**config.mk**
```make
export PLATFORM = sky130hd
export DESIGN_NAME = seg_scan_driver_flat
export DESIGN_NICKNAME = d
export VERILOG_FILES = /design/src/rtl/seg_scan_if.sv /design/src/rtl/seg_scan_driver.sv /design/src/flat_wrapper.sv
export SDC_FILE = /design/constraint.sdc
export NUM_CORES = 1
export LEC_CHECK = 0
export ABC_CLOCK_PERIOD_IN_PS = 3000
export CORE_MARGIN = 4
export CORE_UTILIZATION = 50
export DETAILED_ROUTE_END_ITERATION = 10
export PLACE_DENSITY = 0.75
export SYNTH_ARGS = -nofsm -noshare
export SYNTH_HDL_FRONTEND = slang
export SYNTH_SLANG_ARGS = --single-unit
```
**constraint.sdc**
```tcl
create_clock -name clk -period 3 [get_ports clk]
set_input_delay 0.6 -clock clk [delete_from_list [all_inputs] [get_ports clk]]
set_output_delay 0.6 -clock clk [all_outputs]
set_load 0.05 [all_outputs]
```
**src/rtl/seg_scan_if.sv**
```systemverilog
// Display-side bundle for the 4-digit 7-segment scan driver:
// shadow-load bus in, multiplexed anode/segment drive out.
interface seg_scan_if;
  logic [15:0] bcd_in;
  logic        neg;
  logic        load;
  logic [3:0]  an;
  logic [6:0]  seg;
  logic [1:0]  busy_digit;

  modport master (
    output bcd_in, neg, load,
    input  an, seg, busy_digit
  );

  modport slave (
    input  bcd_in, neg, load,
    output an, seg, busy_digit
  );
endinterface

```
**src/rtl/seg_scan_driver.sv**
```systemverilog
// Multiplexed 4-digit BCD 7-segment driver with blank guard per slot.
// Define SEG_LEADING_ZERO_BLANK_EN to blank leading zeros on digits 3..1.
module seg_scan_driver #(
  parameter int SCAN_DIV  = 50000,
  parameter int BLANK_CYC = 16
) (
  input  logic       clk,
  input  logic       resetn,
  seg_scan_if.slave  bus
);

  localparam logic [15:0] TC = 16'(SCAN_DIV - 1);
  localparam logic [15:0] BL = 16'(BLANK_CYC);

  localparam logic [6:0] SEG_OFF  = 7'b1111111;
  localparam logic [6:0] SEG_DASH = 7'b0111111;
  localparam logic [6:0] SEG_E    = 7'b0000110;

  logic [15:0] shadow_q;
  logic        neg_q;
  logic [15:0] cnt_q;
  logic [1:0]  idx_q;
  logic [3:0]  an_q;
  logic [6:0]  seg_q;

  logic [3:0]  nib;
  logic        lz_blank;
  logic [3:0]  an_d;
  logic [6:0]  seg_d;

  function automatic logic [6:0] dec(input logic [3:0] n);
    logic [6:0] s;
    case (n)
      4'd0:    s = 7'b1000000;
      4'd1:    s = 7'b1111001;
      4'd2:    s = 7'b0100100;
      4'd3:    s = 7'b0110000;
      4'd4:    s = 7'b0011001;
      4'd5:    s = 7'b0010010;
      4'd6:    s = 7'b0000010;
      4'd7:    s = 7'b1111000;
      4'd8:    s = 7'b0000000;
      4'd9:    s = 7'b0010000;
      default: s = SEG_E;
    endcase
    return s;
  endfunction

  assign nib = shadow_q[{idx_q, 2'b00} +: 4];

`ifdef SEG_LEADING_ZERO_BLANK_EN
  logic [3:1] zero;

  assign zero[3] = shadow_q[15:12] == 4'd0;
  assign zero[2] = shadow_q[11:8]  == 4'd0;
  assign zero[1] = shadow_q[7:4]   == 4'd0;

  // A digit blanks only if it and every higher digit are zero.
  always_comb begin
    lz_blank = 1'b0;
    unique case (1'b1)
      idx_q == 2'd3: lz_blank = zero[3];
      idx_q == 2'd2: lz_blank = &zero[3:2];
      idx_q == 2'd1: lz_blank = &zero[3:1];
      default:       lz_blank = 1'b0;
    endcase
  end
`else
  assign lz_blank = 1'b0;
`endif

  always_comb begin
    an_d  = ~(4'b0001 << idx_q);
    seg_d = dec(nib);
    if (cnt_q < BL) begin
      an_d  = 4'b1111;
      seg_d = SEG_OFF;
    end else if (idx_q == 2'd3 && neg_q) begin
      seg_d = SEG_DASH;
    end else if (lz_blank) begin
      seg_d = SEG_OFF;
    end
  end

  always_ff @(posedge clk or negedge resetn) begin
    if (!resetn) begin
      shadow_q <= 16'h0000;
      neg_q    <= 1'b0;
    end else if (bus.load) begin
      shadow_q <= bus.bcd_in;
      neg_q    <= bus.neg;
    end
  end

  always_ff @(posedge clk or negedge resetn) begin
    if (!resetn) begin
      cnt_q <= 16'd0;
      idx_q <= 2'd0;
    end else if (cnt_q == TC) begin
      cnt_q <= 16'd0;
      idx_q <= idx_q + 2'd1;
    end else begin
      cnt_q <= cnt_q + 16'd1;
    end
  end

  always_ff @(posedge clk or negedge resetn) begin
    if (!resetn) begin
      an_q  <= 4'b1111;
      seg_q <= SEG_OFF;
    end else begin
      an_q  <= an_d;
      seg_q <= seg_d;
    end
  end

  assign bus.an         = an_q;
  assign bus.seg        = seg_q;
  assign bus.busy_digit = idx_q;

endmodule

```
**src/flat_wrapper.sv**
```systemverilog
// flat-port wrapper written by rule: the top's interface ports become plain ports
module seg_scan_driver_flat 
#(
  parameter int SCAN_DIV  = 50000,
  parameter int BLANK_CYC = 16
)
  (clk, resetn, bus_bcd_in, bus_neg, bus_load, bus_an, bus_seg, bus_busy_digit);
  seg_scan_if bus_i ();
  input  logic clk;
  input  logic resetn;
  input wire logic [$bits(bus_i.bcd_in)-1:0] bus_bcd_in;
  input wire logic [$bits(bus_i.neg)-1:0] bus_neg;
  input wire logic [$bits(bus_i.load)-1:0] bus_load;
  output wire logic [$bits(bus_i.an)-1:0] bus_an;
  output wire logic [$bits(bus_i.seg)-1:0] bus_seg;
  output wire logic [$bits(bus_i.busy_digit)-1:0] bus_busy_digit;
  assign bus_i.bcd_in = bus_bcd_in;
  assign bus_i.neg = bus_neg;
  assign bus_i.load = bus_load;
  assign bus_an = bus_i.an;
  assign bus_seg = bus_i.seg;
  assign bus_busy_digit = bus_i.busy_digit;
  seg_scan_driver #(.SCAN_DIV(SCAN_DIV), .BLANK_CYC(BLANK_CYC)) u_core (.clk(clk), .resetn(resetn), .bus(bus_i));
endmodule
```
---- Word-level counts from Yosys, hierarchy flattened ----
Memory sizes are Yosys's and may differ from the RTL's.
Index checks and enable logic that the tools add are counted.
Widths: inputs -> output; s select.
word-level totals
  register bits after elaboration ......... 46
  bits in read-only memories .............. 112
  input port bits ......................... 20
  output and inout bits ................... 13
  memories ................................ 1
memory list
  name             words  width  rd ports  clocked after Yosys merged registers in  write ports  RTL line               RTL
  (no name shown)  16     7      1         0                                        0            seg_scan_driver.sv:33  case (n)
operators by class
  add/sub/neg operators ................... 2
  magnitude comparators ................... 1
  equality and inequality tests ........... 2
  shift operators ......................... 2
  muxes and demuxes ....................... 4
  bitwise operators ....................... 1
  reductions and logical operators ........ 1
operators by type and width
  kind                   number
  $add 16x1->16 const B  1
  $eq 16x16->1 const B   1
  $lt 16x5->1 const B    1
  $mux 16                1
  $shiftx 16x5->4        1
  $mux 7                 2
  $mux 4                 1
  $not 4->4              1
  $shl 1x2->4 const A    1
  $add 2x1->2 const B    1
  $eq 2x2->1 const B     1
  $logic_and 1x1->1      1

---- Depth between registers and ports, before layout ----
  depth after elaboration ................. 4
  mapped depth ............................ 7
  depth with buffers taken out ............ 6

---- Worst setup path before layout ----
Ideal clock, no wire load.
  path kind ............................... register to register
  start ................................... register u_core.idx_q[0], in the netlist u_core.bus.busy_digit[0]
  end ..................................... register u_core.seg_q[3], in the netlist u_core.bus.seg[3]
  setup time .............................. 0.079 ns
  arrival ................................. 2.121 ns
  data required time ...................... 2.921 ns
  path slack .............................. 0.800 ns
  stages on the path, launching flop included .. 8
  path buffers ............................ 1
  cell sequence ........................... dfrtp_1 -> buf_6 -> mux4_1 -> inv_1 -> ha_1 -> nor2b_1 -> a21oi_1 -> o21ai_0
between the ends
  word-level cells in the longest chain between the ends .. 4
  elaborated cells on any way between the ends .. 6
  those cells by class .................... eq/ne: 1; shift: 1; mux: 2; reduce/logical: 1; memory: 1
RTL lines
  element                                            RTL line                                      RTL
  start: declaration                                 seg_scan_driver.sv:22                         logic [1:0] idx_q;
  start signal: assignment                           seg_scan_driver.sv:101                        idx_q <= idx_q + 2'd1;
  $shiftx 16x5->4 or $eq 2x2->1 (tied branches)      seg_scan_driver.sv:49, seg_scan_driver.sv:78
  $mem_v2 16x7 or $logic_and 1x1->1 (tied branches)  --
  $mux 7 *                                           seg_scan_driver.sv:78                         end else if (idx_q == 2'd3 && neg_q) begin
  $mux 7 *                                           seg_scan_driver.sv:75                         if (cnt_q < BL) begin
  named net u_core.seg_d[3]                          seg_scan_driver.sv:29                         logic [6:0] seg_d;
  end signal: assignment                             seg_scan_driver.sv:113                        seg_q <= seg_d;
  end: declaration                                   seg_scan_driver.sv:24                         logic [6:0] seg_q;
The timed path passes the listed nets; every way through them passes the cells marked *.
A chain may end at the register's enable or synchronous reset.

---- Worst setup path in the final report ----
  start ................................... register u_core.idx_q[0], in the netlist u_core.bus.busy_digit[0]
  end ..................................... output bus_busy_digit[0]
RTL lines
  element           RTL line            RTL
  end: declaration  flat_wrapper.sv:16  output wire logic [$bits(bus_i.busy_digit)-1:0] bus_busy_digit;
No word-level cell between the ends.

==> impl_metrics.py <==
metrics = {
    "global_route": {
        "grt_pass1_vias": 1391,
        "grt-ovfl-total": 0,
        "grt_max_degree": 47,
        "grt_pass1_wl_um": 6400,
        "antenna_found_initial": 0,
        "grt_use_total_pct": 15.8,
    },
    "cells_and_area": {
        "nets": 234,
        "num_antenna_cells": 0,
        "nFillCells": 308,
        "layout_commonest_cell": "dfrtp_1",
        "layout_common_cells": "dfrtp_1, clkdlybuf4s50_1, mux2_2",
        "area_delta_synth_final_pct": 21.2,
        "drive_above_1_share_pct": 20.5,
    },
    "sta": {
        "relSlewSlack_pct": 35.3,
        "setup_viol": 0,
        "timing.hold.ws_ns": 0.455,
        "clock_skew_ns": 0.00921,
        "worst_slew_pin_slew_ns": 0.971,
        "slew_viol_final": 0,
        "fin_crit_sh_pct": 78.1,
        "hold_viol": 0,
        "tns_ns": 0,
        "fmax_ghz": 0.427,
        "post-route-min-period_ns": 2.34,
        "grt_setup_unrepaired": "false",
    },
    "routing": {
        "dr.pass1.iters": 4,
        "wl_met2_um": 1780,
        "ant_nets": 0,
        "drt_iter0_drc": 125,
        "drc": 0,
        "viasPerCell": 5.31,
        "dr_wl_met3_um": 171,
        "wirelength_um": 3670,
        "wl_met1_um": 1670,
        "wl_per_cell_um": 14.4,
        "dr.max_layer_used": "met4",
        "via_count": 1355,
    },
    "clocking": {
        "cts_hold_buf": 0,
        "clock_path_buffers": 2,
        "cts_max_level": 2,
        "clockRootBuffer": "clkbuf_8",
        "ctsResizeCount": 0,
        "clk_latency_ns": 0.30,
        "clk_pin_slew_ns": 0.08,
        "post_cts_buffers": 0,
        "cts_made_buffers": 5,
        "cts_tree": "built",
        "cts.sink_count": 46,
    },
    "logic_synthesis": {
        "syn_area_sq_mm": 0.00212,
        "synth_seq_cells": 46,
        "synth_warnings": 0,
        "async_flop_share_pct": 100,
        "synth_seq_area_share_pct": 55.1,
        "yosysTopAreaCell": "dfrtp_1",
        "synthFlopType": "dfrtp_1",
        "avgSynthCellArea_sq_um": 12.5,
        "synthTopCellsByArea": "dfrtp_1, dfstp_2, mux2_2",
        "syn-num-nets": 199,
        "netlist_instances": 169,
        "netlist.area_leader.share_pct": 41.4,
        "synth_cell_type_count": 32,
        "synth_edf_count": 0,
    },
    "power_and_ir_drop": {
        "power_density_mw_per_mm2": 491,
        "p_leak_nw": 1.11,
        "ir_worst_vdd_mv": 0.322,
    },
    "critical_path": {
        "path_class": "reg2out",
        "max_stage_delay_ns": 0.90,
        "crit_buf_inv": 1,
        "critical_path_required_ns": 2.40,
        "rr_worst_depth": 6,
        "cp.arrival_ns": 1.74,
        "r2r_setup_slack_ns": 0.94,
        "cp-start-kind": "flop",
        "worst_r2r_endpoint": "u_core.bus.seg[3]$_DFF_PN1_",
        "critPathTopFamily": "buffers and inverters",
        "cp-endpoint": "bus_busy_digit[0]",
        "crit_path_start": "u_core.bus.busy_digit[0]$_DFFE_PN0N_",
        "rr_startpoint": "u_core.bus.busy_digit[0]$_DFFE_PN0N_",
        "crit_chain": "clkdlybuf4s50_1",
        "cp.depth": 1,
        "slowest_stage": "clkdlybuf4s50_1",
        "end_kind": "output port",
        "cp_max_fo": 8,
    },
    "die": {
        "coreArea_sq_mm": 0.00406,
        "die-area_sq_mm": 0.00534,
        "fp.dieW_um": 73.1,
        "die_y_um": 73.1,
        "rows": 23,
        "boundaryPins": 33,
        "start_util_pct": 52.1,
    },
    "run": {
        "drv_cap": 0,
    },
    "place": {
        "place_congestion": 0.825,
        "port_buffers": 32,
        "hpwl_um": 2700,
    },
    "worst_hold_path": {
        "hold_path_class": "in2async",
    },
    "outcome": {
        "status": "complete, no violations",
    },
}
==> flip-flops by register name, summed over array words and instances (netlist names) <==
register               cells
u_core.bus.an              4
u_core.bus.busy_digit      2
u_core.bus.seg             7
u_core.cnt_q              16
u_core.neg_q               1
u_core.shadow_q           16
==> metal layers <==
layer / vias up / track usage [%]
li1: 659 / -
met1: 662 / 21.4
met2: 29 / 24.1
met3: 5 / 4.82
met4: 0 / 5.53
met5: - / 0
==> layout make-up <==
cell class                 count  area, sq um  share of cell area [%]
sequential                    46         1160                    45.4
clock buffer                   7         86.3                    3.37
inverter                       8         30.0                    1.17
clock inverter                 1         5.00                   0.195
tap                           50         62.6                    2.44
multi-input combinational    110          892                    34.8
timing repair buffer          33          323                    12.6
==> cells in the mapped netlist (all sizes together), types with 3 or more instances <==
library cell and n:
a21oi 6, dfstp 11, mux2 19, nand4 6
nor2 10, dfrtp 35, xnor2 6, mux4 4
o21ai 6, buf 3, and3 4, inv 8
nand2 12, ha 10, xor2 7, nand3 5
==> where the power goes <==
part / internal, mW / switching [mW] / leakage (nW)
Combinational: 0.0877 / 0.105 / 0.512
Sequential: 0.666 / 0.0153 / 0.551
Clock: 0.186 / 0.200 / 0.0482
Total: 0.939 / 0.320 / 1.11
==> metrics by stage <==
step / util, % / instances / power [mW] / setup WS [ns] / cell area [sq um]
after floorplan: - / 169 / 0.811 / 0.800 / 2120
after global placement: 60.9 / 247 / 0.882 / 0.937 / 2470
after detailed placement: 60.9 / 247 / 0.890 / 0.896 / 2470
after CTS: 63.2 / 255 / 1.27 / 0.631 / 2560
after global routing: 63.2 / 255 / 1.33 / 0.578 / 2560
final: 63.2 / 255 / 1.26 / 0.658 / 2560
==> logic make-up after synthesis <==
family                     synth area share (%)
adders and majority gates                  5.91
DFF                                        55.1
xor gates and xnor gates                   5.38
AOI/OAI and AO/OA                          3.96
muxes                                      15.4
and+or+nand+nor                            11.5
buffers and inverters                      2.78
==> how the worst min path moves through the flow <==
stage	end	start
final	u_core.cnt_q[5]$_DFF_PN0_	resetn
after global routing	u_core.cnt_q[0]$_DFF_PN0_	u_core.cnt_q[0]$_DFF_PN0_
after CTS	u_core.cnt_q[4]$_DFF_PN0_	resetn
after detailed placement	u_core.cnt_q[0]$_DFF_PN0_	u_core.cnt_q[0]$_DFF_PN0_
after global placement	u_core.cnt_q[0]$_DFF_PN0_	u_core.cnt_q[0]$_DFF_PN0_
after floorplan	u_core.bus.busy_digit[0]$_DFFE_PN0N_	resetn
Power figures use the tool's default switching activity.
